`config.mk`:
```
export PLATFORM = sky130hd
export DESIGN_NAME = select_encode_scoreboard
export DESIGN_NICKNAME = d
export VERILOG_FILES = /design/src/rtl/select_encode_scoreboard_pkg.sv /design/src/rtl/select_encode_scoreboard_decoder.sv /design/src/rtl/select_encode_scoreboard.sv
export SDC_FILE = /design/constraint.sdc
export NUM_CORES = 1
export LEC_CHECK = 0
export CORE_ASPECT_RATIO = 0.7
export CORE_MARGIN = 2
export CORE_UTILIZATION = 30
export CTS_CLUSTER_SIZE = 30
export DETAILED_ROUTE_END_ITERATION = 16
export PLACE_DENSITY = 0.61
export SYNTH_ARGS = -nofsm -noshare
export SYNTH_HDL_FRONTEND = slang
export SYNTH_HIERARCHICAL = 1
export SYNTH_SLANG_ARGS = --single-unit
```
`constraint.sdc`:
```
create_clock -name clk -period 4.5 [get_ports clk]
set_input_delay 0.9 -clock clk [delete_from_list [all_inputs] [get_ports clk]]
set_output_delay 0.9 -clock clk [all_outputs]
set_load 0.03 [all_outputs]
```
`src/rtl/select_encode_scoreboard_pkg.sv`:
```
// select_encode_scoreboard_pkg: shared field positions and one-hot decode helper
package select_encode_scoreboard_pkg;
  localparam int MAX_REGS = 64;
  localparam int MAX_IDX_W = 6;
  localparam int RA_LSB_DEF = 23;
  localparam int RB_LSB_DEF = 19;
  localparam int RC_LSB_DEF = 15;
  function automatic logic [MAX_REGS-1:0] onehot(input logic [MAX_IDX_W-1:0] idx);
    return {{(MAX_REGS-1){1'b0}}, 1'b1} << idx;
  endfunction
endpackage

```
`src/rtl/select_encode_scoreboard_decoder.sv`:
```
// onehot_decoder: enabled index to one-hot register strobe decode
module onehot_decoder
  import select_encode_scoreboard_pkg::*;
#(
  parameter int NUM_REGS = 16,
  parameter int IDX_W = $clog2(NUM_REGS)
) (
  input  logic [IDX_W-1:0]    idx,
  input  logic                en,
  output logic [NUM_REGS-1:0] y
);
  assign y = en ? NUM_REGS'(onehot(MAX_IDX_W'(idx))) : '0;
endmodule

```
`src/rtl/select_encode_scoreboard.sv`:
```
// select_encode_scoreboard: register field select/encode with write-pending scoreboard
module select_encode_scoreboard
  import select_encode_scoreboard_pkg::*;
#(
  parameter int DATA_WIDTH = 32,
  parameter int NUM_REGS = 16,
  parameter int IDX_W = $clog2(NUM_REGS),
  parameter int RA_LSB = RA_LSB_DEF,
  parameter int RB_LSB = RB_LSB_DEF,
  parameter int RC_LSB = RC_LSB_DEF
) (
  input  logic                  clk,
  input  logic                  clr,
  input  logic [DATA_WIDTH-1:0] IR_data,
  input  logic                  IR_load,
  input  logic                  Gra,
  input  logic                  Grb,
  input  logic                  Grc,
  input  logic                  Rin,
  input  logic                  Rout,
  input  logic                  BAout,
  input  logic                  issue,
  input  logic                  wb_valid,
  input  logic [IDX_W-1:0]      wb_idx,
  output logic [NUM_REGS-1:0]   reg_in,
  output logic [NUM_REGS-1:0]   reg_out,
  output logic                  ba_zero,
  output logic [IDX_W-1:0]      sel_idx,
  output logic [NUM_REGS-1:0]   busy,
  output logic [IDX_W:0]        pend_cnt,
  output logic                  stall
);
  logic [IDX_W-1:0] ra, rb, rc;
  logic [NUM_REGS-1:0] busy_nxt, set_mask, clr_mask;
  logic [IDX_W:0] cnt_nxt;
  logic any_g, ir_unused;
  assign ir_unused = ^IR_data;
  assign any_g = Gra | Grb | Grc;
  assign sel_idx = Gra ? ra : Grb ? rb : Grc ? rc : '0;
  assign ba_zero = BAout & any_g & (sel_idx == '0);
  assign stall = (Grb & busy[rb]) | (Grc & busy[rc]) | (Gra & Rout & busy[ra]);
  onehot_decoder #(.NUM_REGS(NUM_REGS), .IDX_W(IDX_W)) u_in_dec (
    .idx(sel_idx),
    .en (Rin & any_g),
    .y  (reg_in)
  );
  onehot_decoder #(.NUM_REGS(NUM_REGS), .IDX_W(IDX_W)) u_out_dec (
    .idx(sel_idx),
    .en ((Rout | BAout) & any_g & ~ba_zero),
    .y  (reg_out)
  );
  assign set_mask = issue ? NUM_REGS'(onehot(MAX_IDX_W'(ra))) : '0;
  assign clr_mask = wb_valid ? NUM_REGS'(onehot(MAX_IDX_W'(wb_idx))) : '0;
  assign busy_nxt = (busy & ~clr_mask) | set_mask;
  // popcount of the next busy vector so the count lands with busy
  always_comb begin
    cnt_nxt = '0;
    for (int i = 0; i < NUM_REGS; i++) cnt_nxt = cnt_nxt + (IDX_W+1)'(busy_nxt[i]);
  end
  // field latches and scoreboard state; issue sees ra from before a same-edge load
  always_ff @(posedge clk or posedge clr) begin
    if (clr) begin
      ra <= '0;
      rb <= '0;
      rc <= '0;
      busy <= '0;
      pend_cnt <= '0;
    end else begin
      if (IR_load) begin
        ra <= IR_data[RA_LSB +: IDX_W];
        rb <= IR_data[RB_LSB +: IDX_W];
        rc <= IR_data[RC_LSB +: IDX_W];
      end
      busy <= busy_nxt;
      pend_cnt <= cnt_nxt;
    end
  end
endmodule

```
# == Yosys cells after proc, flatten, opt, wreduce, memory -nomap -nowiden ==
# Cells that the tools add are included.
# op_classes
reduce_logical,1
shifts,3
n_mux,13
n_lt_le_gt_ge,3
bitwise,18
addsub,15
# ops
cell,count
$mux W16,4
$add A5 B1 Y5,11
$shl A1 B4 Y16 const A,3
$and A16 B16 Y16,1
$not A16 Y16,1
$or A16 B16 Y16,1
$lt A4 B5 Y1 const B,3
$bmux W1 S4,3
$mux W4,3
$and A1 B1 Y1,9
$add A4 B1 Y5,1
$or A1 B1 Y1,5
$add A3 B1 Y4,1
$logic_not A4 Y1,1
$add A2 B1 Y3,1
$mux W1,3
$add A1 B1 Y2,1
$not A1 Y1,1
# word_totals
register_bits,33
out_inout_bits,59
wordCells,58
in_bits,47

# == Depth between registers and ports, before layout ==
# Gate-level depths: netlist of the first run.
# depth
ltp_word,20
ltp_mapped,16
ltp_nobuf,16

# == By module ==
# The synthesis of the first run kept the hierarchy.
# modules_own_cells
module,seq_area_each_um2,area_per_inst_um2,n_inst,cells_each
select_encode_scoreboard,825.8,2254.7,1,207
onehot_decoder,0.0,120.1,2,23

# == Worst setup path before layout of the first run ==
# No wires, ideal clock.
# synth_timing
kind,input-to-output
from,in Grb
to,out reg_out[6]
arrival_time_ps,3919
required_time_ps,3600
path_stages,7
n_path_buf,1
setup_slack_ps,-319
path_cell_list,clkbuf_1 nand3b_1 a31oi_1 nor4_1 a211oi_1 nand3_1 nor3_1
# synth_between
elab_chain_cells,7
elab_cells_between_ends,12
cone_classes,shift (1); mux (3); bitwise (7); reduce/logical (1)
# synth_lines
element,line,source
from (decl),select_encode_scoreboard.sv:17,"input logic Grb,"
$mux W4 * (2 in series),select_encode_scoreboard.sv:39,assign sel_idx = Gra ? ra : Grb ? rb : Grc ? rc : '0;
via sel_idx[3],select_encode_scoreboard.sv:28,"output logic [IDX_W-1:0] sel_idx,"
$logic_not A4 Y1,select_encode_scoreboard.sv:40,assign ba_zero = BAout & any_g & (sel_idx == '0);
$and A1 B1 Y1,select_encode_scoreboard.sv:40,
$not A1 Y1,select_encode_scoreboard.sv:49,".en ((Rout | BAout) & any_g & ~ba_zero),"
$and A1 B1 Y1,select_encode_scoreboard.sv:49,
$mux W16 *,select_encode_scoreboard_decoder.sv:12,assign y = en ? NUM_REGS'(onehot(MAX_IDX_W'(idx))) : '0;
to (decl),select_encode_scoreboard.sv:26,"output logic [NUM_REGS-1:0] reg_out,"
# The timed path passes the listed nets; every way through them passes the cells marked *.

# == Worst setup path in the final report of the first run ==
# layout_timing
from,in wb_idx[0]
to,reg busy[0]
# layout_between
elab_chain_cells,5
# layout_lines
element,line,source
from (decl),select_encode_scoreboard.sv:24,"input logic [IDX_W-1:0] wb_idx,"
$shl A1 B4 Y16,select_encode_scoreboard_pkg.sv:9,"return {{(MAX_REGS-1){1'b0}}, 1'b1} << idx;"
$mux W16,select_encode_scoreboard.sv:53,assign clr_mask = wb_valid ? NUM_REGS'(onehot(MAX_IDX_W'(wb_idx))) : '0;
$not A16 Y16,select_encode_scoreboard.sv:54,assign busy_nxt = (busy & ~clr_mask) | set_mask;
$and A16 B16 Y16,select_encode_scoreboard.sv:54,
$or A16 B16 Y16,select_encode_scoreboard.sv:54,
via busy_nxt[0],select_encode_scoreboard.sv:34,"logic [NUM_REGS-1:0] busy_nxt, set_mask, clr_mask;"
to (signal assigned),select_encode_scoreboard.sv:74,busy <= busy_nxt;
to (decl),select_encode_scoreboard.sv:29,"output logic [NUM_REGS-1:0] busy,"
# The timed path passes the listed nets, and every way through them passes these cells.
# A chain may end at the register's enable or synchronous reset.

==> summary.txt, run 1 <==
Hold Violations, Final: 0
Worst EP required: 4670 ps
Tot Pwr: 2.96 mW
Clock slew at reported path FFs: 60 ps
# fillers: 727
Startpoint Class: primary input
Wirelength, routed: 8630 µm
Syn nets: 315
Root Buffer: clkbuf_16
Total congestion overflow: 0
Die area: 0.00907 mm²
CTS Buf Count: 5
Leakage power: 1.80 nW
Max stage delay on crit path: 390 ps
CP most frequent cell: buf_4
FF-to-FF setup slack: 540 ps
Setup Viol. Count Final: 0
Final std cell area, no fill: 0.00411 mm²
RSZ-0062 raised after global routing: no
Initial antenna violation count: 0
Net count, final: 463
Max Cap Violations: 0
Post-synth EDFFs: 0
Vias in the first global route: 2625
Core area: 0.00797 mm²
Slowest CP cell: or3_4
Failing checks: DRC
Distinct cells, synth: 45
Clock Latency Late Sink: 280 ps
Share of post-route cells with drive strength above 1: 0.338
Ant. Diodes: 0
Slew HR: 0.429
Critical Path Fanout Max: 4
Pins Over Slew Limit: 0
Status: finished with violations
Via count: 2647
Minimum clock period: 4410 ps
DP Area: 0.00371 mm²
Worst reg2reg endpoint: pend_cnt[1]
DRT iter0 DRCs: 318
Hold-fix buffers, CTS: 0
Syn avg cell area: 9.86 µm²
Sequential area share after synthesis: 0.331
GRT Util Overall: 0.195
Syn. warnings: 6
Port bufs: 85
Die height: 80.3 µm
Io pins: 106
Synthesized area: 0.00249 mm²
Area Overhead vs Synth: 64.6%
Clock Skews: 7.45 ps
Seq cells post-synth: 33
Core Rows: 27
Min-delay src: rb[3]
Placed Instances: 471
Drt pass-1 iters: 12
Worst Hold Path Cells: 1
# DRC: 5
Final GP Congestion: 0.905
Die width: 113 µm
Fmax: 227 MHz
Placement Setup Slack: -661 ps
Worst R2R Start: ra[1]
Clock Sink Count: 33
Starting density of the core: 0.313
Largest net degree at the start of global routing: 22
Critical setup path kind: in2reg
Average vias per placed instance: 5.26
Non-Filler Instances: 503
R2R cell count: 13
Crit path DAT: 4580 ps
CP Capture Type: flop
Post-Syn Instances: 253
Min-Delay Endpoint: rb[3]
Asr flop ratio synth: 1.00
Hpwl dp: 6260 µm
VDD IR max: 736 µV
Clock tree from TritonCTS: yes
Antenna Violating Nets Remaining: 0
Global-route wire length before repair: 13800 µm
Min-delay worst type: reg2reg
Post-DR wirelength/cell: 17.2 µm
Period utilization: 0.979
Cell area power density: 720 mW/mm²
Setup ws final: 93.9 ps
H-Tree Depth: 2
Longest Clk Path Bufs: 2
Slew @ Worst Pin: 856 ps
Dominant synthesized flop cell: dfrtp_1
## synthesized netlist by cell type, drive strengths merged, types with 3 or more instances
library cell,count,area (µm²)
nor2b,9,56.3
fa,10,200
mux4,8,195
o21ai,18,90.1
nor3,9,55.1
mux2,13,146
a31oi,4,25.0
buf,4,23.8
or3b,3,31.3
o31ai,8,60.1
nand3,6,30.0
mux2i,8,80.1
o21a,6,45.0
clkbuf,4,15.0
nand3b,11,82.6
dfrtp,33,826
inv,20,75.1
nor2,28,110
nand2,13,48.8
nand2b,10,62.6
ha,5,62.6
## timing repair
action	CTS	global route
resized for setup	21	24
pin swaps	5	5
buffers inserted	24	0
setup endpoints to repair	4	6
## state kept, by name, indices dropped and copies added (netlist names)
| signal | count |
|---|---|
| busy | 16 |
| rb | 4 |
| rc | 4 |
| ra | 4 |
| pend_cnt | 5 |
## per-layer routing
metal	up-vias	global-route usage	wire [µm]
li1	1200	-	-
met1	1286	0.272	3850
met2	140	0.289	3730
met3	21	0.0649	887
met4	0	0.0537	160
met5	-	0	0
## final cells by class
cell class | instances | area (µm²) | share of cell area
Timing Repair Buffer | 149 | 1270 | 0.310
Clock inverter | 2 | 37.5 | 0.00914
Tap cell | 101 | 126 | 0.0308
Multi-Input combinational cell | 192 | 1630 | 0.397
Clock buffer | 6 | 139 | 0.0338
Inverter | 20 | 75.1 | 0.0183
Sequential cell | 33 | 826 | 0.201
## where the power goes
part	internal, mW	leakage (nW)	switching, mW	total (mW)
logic	1.07	1.32	0.959	2.03
clock network	0.276	0.0831	0.135	0.411
registers	0.406	0.392	0.114	0.520
## layout by cell type, fill, tap and decap left out, types with 7 or more instances in the layout
cell type | Yosys | routed
nor2b_1 | 9 | 8
nand3b_1 | 11 | 11
buf_4 | 0 | 80
nand2b_1 | 10 | 9
o21ai_0 | 18 | 7
nor2_1 | 26 | 26
dfrtp_1 | 33 | 33
mux2i_1 | 8 | 8
fa_1 | 10 | 9
mux2_2 | 13 | 13
o31ai_1 | 8 | 7
nor3_1 | 7 | 7
inv_1 | 20 | 19
clkdlybuf4s50_1 | 0 | 63
nand2_1 | 13 | 12
## critical path, delay by kind of cell
family,cells,cell delay [ps]
buffers and inverters,25,3040
AND/OR/NAND/NOR,1,390
AO/OA/AOI/OAI,2,240
## logic make-up (layout without fill, tap and decap cells)
kind of cell / count (synthesis) / after routing / share of synthesized area
mux: 29 / 29 / 0.169
fa+ha+maj: 15 / 15 / 0.105
simple gates: 98 / 98 / 0.216
xor+xnor: 2 / 2 / 0.00702
buf+inv: 28 / 177 / 0.0456
compound gates: 48 / 48 / 0.126
flops: 33 / 33 / 0.331
## how the worst max path moves through the flow
stage | to | slack, ps | cells after the start | from
after floorplan | reg_out[6] | 3 | 7 | Grb
after global placement | pend_cnt[1] | -610 | 14 | wb_idx[1]
after detailed placement | pend_cnt[4] | -660 | 14 | issue
after CTS | pend_cnt[4] | 5 | 15 | wb_idx[2]
after global routing | pend_cnt[4] | 1 | 15 | issue
final | busy[0] | 90 | 28 | wb_idx[0]
## stage by stage
stage	setup TNS [ps]	hold WS, ps	utilization
floorplan	0	495	-
global placement	-2450	518	0.465
detailed placement	-2620	534	0.465
CTS	0	548	0.513
global route	0	560	0.515
finish	0	542	0.515
No activity file was read; power rests on OpenSTA's default activity.
==> run 2, diff against run 1 <==
- DONT_BUFFER_PORTS: not set -> 1
- PLACE_DENSITY: 0.61 -> 0.45
- SYNTH_HIERARCHICAL: 1 -> not set
==> summary.txt, run 2 <==
DRT iter0 DRCs: 126 (was 318)
# DRC: 0 (was 5)
Synthesized area: 0.00245 mm² (was 0.00249 mm²)
RSZ-0062 raised after global routing: no (unchanged)
Ant. Diodes: 0 (unchanged)
R2R cell count: 14 (was 13)
Min-delay src: rb[3] (unchanged)
Top cells by area, synth: dfrtp_1, fa_1, mux2_2 (unchanged)
Via count: 1977 (was 2647)
VDD IR max: 612 µV (was 736 µV)
Dominant synthesized flop cell: dfrtp_1 (unchanged)
Yosys top cell area share: 0.337 (was 0.331)
Root Buffer: clkbuf_16 (unchanged)
Sequential area share after synthesis: 0.337 (was 0.331)
Startpoint Class: primary input (unchanged)
Buffers and inverters on the worst path: 3 (was 25)
Placed Instances: 369 (was 471)
Leakage power: 1.26 nW (was 1.80 nW)
Longest Clk Path Bufs: 2 (unchanged)
Max Cap Violations: 0 (unchanged)
GRT Util Overall: 0.174 (was 0.195)
Cell area power density: 878 mW/mm² (was 720 mW/mm²)
Period utilization: 0.971 (was 0.979)
FF-to-FF setup slack: 300 ps (was 540 ps)
Minimum clock period: 4370 ps (was 4410 ps)
Most frequent cells in the layout: dfrtp_1, nor2_1, buf_4 (was buf_4, clkdlybuf4s50_1, dfrtp_1)
Min-Delay Endpoint: rb[3] (unchanged)
Critical setup path kind: in2reg (unchanged)
Clock slew at reported path FFs: 60 ps (about the same)
Die width: 112 µm (was 113 µm)
Count leader, synth: dfrtp_1 (unchanged)
Core Rows: 27 (unchanged)
Crit path cell chain: or3b_2 -> o21ai_1 -> fa_1 -> inv_1 -> fa_1 -> fa_1 -> fa_1 -> inv_1 -> ha_1 -> inv_1 -> fa_2 -> nor2b_1 -> o21a_1
Net count, final: 338 (was 463)
Hpwl dp: 5760 µm (was 6260 µm)
Die area: 0.00893 mm² (was 0.00907 mm²)
Non-Filler Instances: 378 (was 503)
Pins Over Slew Limit: 0 (unchanged)
Critical path depth: 13 (was 28)
Syn nets: 311 (was 315)
Total congestion overflow: 0 (unchanged)
Core area: 0.00791 mm² (was 0.00797 mm²)
Clock Latency Late Sink: 290 ps (was 280 ps)
Global-route wire length before repair: 11800 µm (was 13800 µm)
Status: finished clean (was finished with violations)
Worst EP required: 4720 ps (was 4670 ps)
Tot Pwr: 2.57 mW (was 2.96 mW)
CP Capture Type: flop (unchanged)
Worst R2R Start: ra[3] (was ra[1])
Max stage delay on crit path: 540 ps (was 390 ps)
Post-DR wirelength/cell: 19.5 µm (was 17.2 µm)
H-Tree Depth: 2 (unchanged)
Share of post-route cells with drive strength above 1: 0.224 (was 0.338)
Area Overhead vs Synth: 19.5% (was 64.6%)
Final GP Congestion: 0.869 (was 0.905)
Worst Setup SP: issue (was wb_idx[0])
Setup Viol. Count Final: 0 (unchanged)
Asr flop ratio synth: 1.00 (unchanged)
Clock tree from TritonCTS: yes (unchanged)
Fmax: 229 MHz (was 227 MHz)
Drt pass-1 iters: 4 (was 12)
Slew @ Worst Pin: 671 ps (was 856 ps)
Starting density of the core: 0.310 (was 0.313)
Regs by FF count: busy (16), pend_cnt (5) (unchanged)
Distinct cells, synth: 40 (was 45)
Post-synth EDFFs: 0 (unchanged)
Min-delay worst type: reg2reg (unchanged)
Vias in the first global route: 1975 (was 2625)
Max reg flops: 16 (unchanged)
Syn. warnings: 0 (was 6)
Final std cell area, no fill: 0.00293 mm² (was 0.00411 mm²)
Worst Hold Path Cells: 1 (unchanged)
Clock Sink Count: 33 (unchanged)
Final hold slack: 583 ps (was 542 ps)
Die height: 79.7 µm (was 80.3 µm)
Final core utilization: 0.371 (was 0.515)
Antenna Violating Nets Remaining: 0 (unchanged)
Synth area leader: dfrtp_1 (unchanged)
Clock Skews: 9.30 ps (was 7.45 ps)
Critical Path Fanout Max: 4 (unchanged)
Worst reg2reg endpoint: pend_cnt[4] (was pend_cnt[1])
Average vias per placed instance: 5.23 (was 5.26)
Seq cells post-synth: 33 (unchanged)
Slowest CP cell: fa_1 (was or3_4)
Io pins: 106 (unchanged)
Port bufs: 0 (was 85)
Syn avg cell area: 9.85 µm² (was 9.86 µm²)
Top delay family on crit path: adder cells (was buffers and inverters)
Largest net degree at the start of global routing: 34 (was 22)
Crit path DAT: 4590 ps (was 4580 ps)
Slew HR: 0.551 (was 0.429)
Synth top cells by count: dfrtp_1, nor2_1, o21ai_0 (was dfrtp_1, nor2_1, inv_1)
Post-Syn Instances: 249 (was 253)
Wirelength, routed: 7380 µm (was 8630 µm)
Largest Register: busy (unchanged)
Hold Violations, Final: 0 (unchanged)
Most common cell after layout, fill and taps aside: dfrtp_1 (was buf_4)
DP Area: 0.00274 mm² (was 0.00371 mm²)
CP most frequent cell: fa_1 (was buf_4)
CTS Buf Count: 5 (unchanged)
Initial antenna violation count: 0 (unchanged)
-- run 2: cell types whose count changed after synthesis, moves of 3 or more --
cell and delta:
buf_2 +3, clkbuf_1 -3, nor2_1 +5, nand2_1 -3, o21ai_0 +8, o31ai_1 -8
-- run 2: routing by layer --
layer,up-vias,track usage,routed length [µm]
li1,935,-,-
met1,961,0.274,3680
met2,73,0.221,2890
met3,8,0.0600,755
met4,0,0.0390,51
met5,-,0,0
-- run 2: worst max path at each step --
stage | slack (ps) | to
global route | 30 | pend_cnt[4]
CTS | 8 | pend_cnt[4]
floorplan | 20 | pend_cnt[1]
global placement | -260 | pend_cnt[4]
finish | 130 | pend_cnt[4]
detailed placement | -270 | pend_cnt[1]
-- run 2: area by class of cell --
cell class              count  area [µm²]
fillers                   835        4970
multi-input cells         187        1520
flip-flops and latches     33         826
repair buffers             28         210
clock buffers               6         139
well taps                 101         126
inverters                  21        78.8
clock inverters             2        37.5
-- run 2: worst reg2reg max path, stage by stage, from the launching register on --
cell	delay [ps]
dfrtp_1	410
buf_4	180
nand3b_1	220
o21ai_0	440
fa_1	500
inv_1	80
fa_1	420
fa_1	540
fa_1	420
inv_1	70
ha_1	190
inv_1	70
fa_2	360
nor2b_1	120
o21a_1	120
-- run 2: cells by family (layout without fill, tap and decap cells) --
family                   count (synthesis)  after routing  synth area share
XOR/XNOR                                 2              2           0.00714
multiplexers                            30             30             0.176
adder cells (fa/ha/maj)                 15             15             0.107
AND/OR/NAND/NOR                         93             93             0.202
flip-flops                              33             33             0.337
AO/OA/AOI/OAI                           47             47             0.120
buffers and inverters                   29             57            0.0510
-- run 2: repair_timing --
| action | CTS | global route |
|---|---|---|
| setup endpoints to repair | 0 | 4 |
| hold buffers | 0 | 0 |
| setup buffers | 0 | 1 |
| gates resized for setup | 0 | 5 |
-- run 2: through the flow --
step	setup slack (ps)	TNS, ps
6_report	133	0
4_1_cts	8.47	0
3_5_place_dp	-267	-998
2_1_floorplan	19.7	0
3_3_place_gp	-258	-958
5_1_grt	32.7	0
-- run 2: report_power, final --
group          internal [mW]  switching [mW]
Combinational          0.762           0.761
Clock                  0.276           0.132
Sequential             0.404           0.238
==> run 3, diff against run 2 <==
- clock period: 4.5 -> 5.48 ns (I/O delays scaled with it)
==> summary.txt, run 3 (synthesis gave the netlist of run 2 again) <==
CTS Buf Count: 5 (unchanged)
Core Rows: 27 (unchanged)
Final GP Congestion: 0.884 (was 0.869)
Startpoint Class: primary input (unchanged)
Critical setup path kind: in2reg (unchanged)
Post-DR wirelength/cell: 19.2 µm (was 19.5 µm)
Die height: 79.7 µm (unchanged)
Final std cell area, no fill: 0.00277 mm² (was 0.00293 mm²)
Io pins: 106 (unchanged)
Worst EP required: 5700 ps (was 4720 ps)
VDD IR max: 418 µV (was 612 µV)
Share of post-route cells with drive strength above 1: 0.152 (was 0.224)
Min-delay worst type: reg2reg (unchanged)
DRT iter0 DRCs: 136 (was 126)
Hold Violations, Final: 0 (unchanged)
Post-CTS Setup Bufs: 0 (unchanged)
Clock Skews: 7.26 ps (was 9.30 ps)
DP Area: 0.00259 mm² (was 0.00274 mm²)
Net count, final: 318 (was 338)
Cell area power density: 712 mW/mm² (was 878 mW/mm²)
Vias in the first global route: 1878 (was 1975)
Minimum clock period: 4810 ps
Status: finished clean (unchanged)
Starting density of the core: 0.310 (unchanged)
Core area: 0.00791 mm² (unchanged)
Port bufs: 0 (unchanged)
Hold-fix buffers, CTS: 0 (unchanged)
Slew @ Worst Pin: 913 ps (was 671 ps)
Max Cap Violations: 0 (unchanged)
Setup Viol. Count Final: 0 (unchanged)
Most common cell after layout, fill and taps aside: dfrtp_1 (unchanged)
RSZ-0062 raised after global routing: no (unchanged)
Final TNS setup: 0 ps (unchanged)
Clock tree from TritonCTS: yes (unchanged)
Largest Register: busy (unchanged)
Total congestion overflow: 0 (unchanged)
Via count: 1900 (was 1977)
Post-CTS Resized: 0 (unchanged)
Hpwl dp: 5430 µm (was 5760 µm)
Antenna Violating Nets Remaining: 0 (unchanged)
Slew HR: 0.387 (was 0.551)
Area Overhead vs Synth: 12.9% (was 19.5%)
Wirelength, routed: 6890 µm (was 7380 µm)
CP Capture Type: flop (unchanged)
Clock Latency Late Sink: 280 ps (was 290 ps)
R2R cell count: 13 (was 14)
# DRC: 0 (unchanged)
Worst Hold Path Cells: 1 (unchanged)
Max reg flops: 16 (unchanged)
Leakage power: 1.16 nW (was 1.26 nW)
Drt pass-1 iters: 4 (unchanged)
Average vias per placed instance: 5.31 (was 5.23)
Root Buffer: clkbuf_16 (unchanged)
Crit path DAT: 5030 ps (was 4590 ps)
H-Tree Depth: 2 (unchanged)
Largest net degree at the start of global routing: 34 (unchanged)
Pins Over Slew Limit: 0 (unchanged)
Global-route wire length before repair: 11000 µm (was 11800 µm)
GRT Util Overall: 0.161 (was 0.174)
Clock Sink Count: 33 (unchanged)
Die width: 112 µm (unchanged)
Regs by FF count: busy (16), pend_cnt (5) (unchanged)
Ant. Diodes: 0 (unchanged)
Critical Path Fanout Max: 4 (unchanged)
Period utilization: 0.878
Die area: 0.00893 mm² (unchanged)
Fmax: 208 MHz
Clock slew at reported path FFs: 60 ps (about the same)
Most frequent cells in the layout: dfrtp_1, nor2_1, o21ai_0 (was dfrtp_1, nor2_1, buf_4)
Initial antenna violation count: 0 (unchanged)
Longest Clk Path Bufs: 2 (unchanged)
## run 3: cell types whose count changed in the layout (fill, tap and decap cells not counted), sizes merged
cell,before,now
buf,28,8
## run 3: path summary, 6_finish.rpt
path	start	to	slack, ps
hold reg to reg	rb[3]	rb[3]	570
hold / removal	rb[3]	rb[3]	570
max in group asynchronous	clr	rc[3]	4370
setup / recovery	wb_idx[2]	pend_cnt[4]	670
setup reg to reg	ra[3]	pend_cnt[4]	990
min in group asynchronous	clr	pend_cnt[2]	810
## run 3: worst max-delay path, cell delays in order
cell and delay (ps):
or3b_2 510, o21ai_0 170, o21ai_0 200, fa_1 550, inv_1 80, fa_1 490
fa_1 560, fa_1 410, inv_1 70, ha_1 180, inv_1 60, fa_1 410
nor2b_1 130, o21a_1 110
## run 3: stage by stage
step	total power, mW	util	worst slack, ps	hold slack (ps)	instances
6_report	1.97	0.350	670	568	358
5_1_grt	2.21	0.350	448	592	358
4_1_cts	1.98	0.350	701	578	358
3_5_place_dp	1.64	0.328	435	560	350
3_3_place_gp	1.65	0.328	430	557	350
2_1_floorplan	1.39	-	722	526	249
## run 3: cell type report
cell class                 count  area [µm²]
clock buffer                   6         139
clock inverter                 2        37.5
fill                         836        5130
inverter                      21        78.8
multi-input combinational    187        1500
sequential                    33         826
tap                          101         126
timing repair buffer           8        60.1
## run 3: power by group
group          switching (mW)  internal [mW]  total [mW]
sequential              0.214          0.332       0.546
combinational           0.586          0.512        1.10
clock                   0.101          0.227       0.328
total                   0.901           1.07        1.97
## run 3: metal layers
| metal | track usage | vias up | share of wire |
|---|---|---|---|
| li1 | - | 897 | - |
| met1 | 0.251 | 919 | 0.49 |
| met2 | 0.204 | 82 | 0.39 |
| met3 | 0.0653 | 2 | 0.12 |
| met4 | 0.0305 | 0 | 0.0038 |
| met5 | 0 | - | 0 |
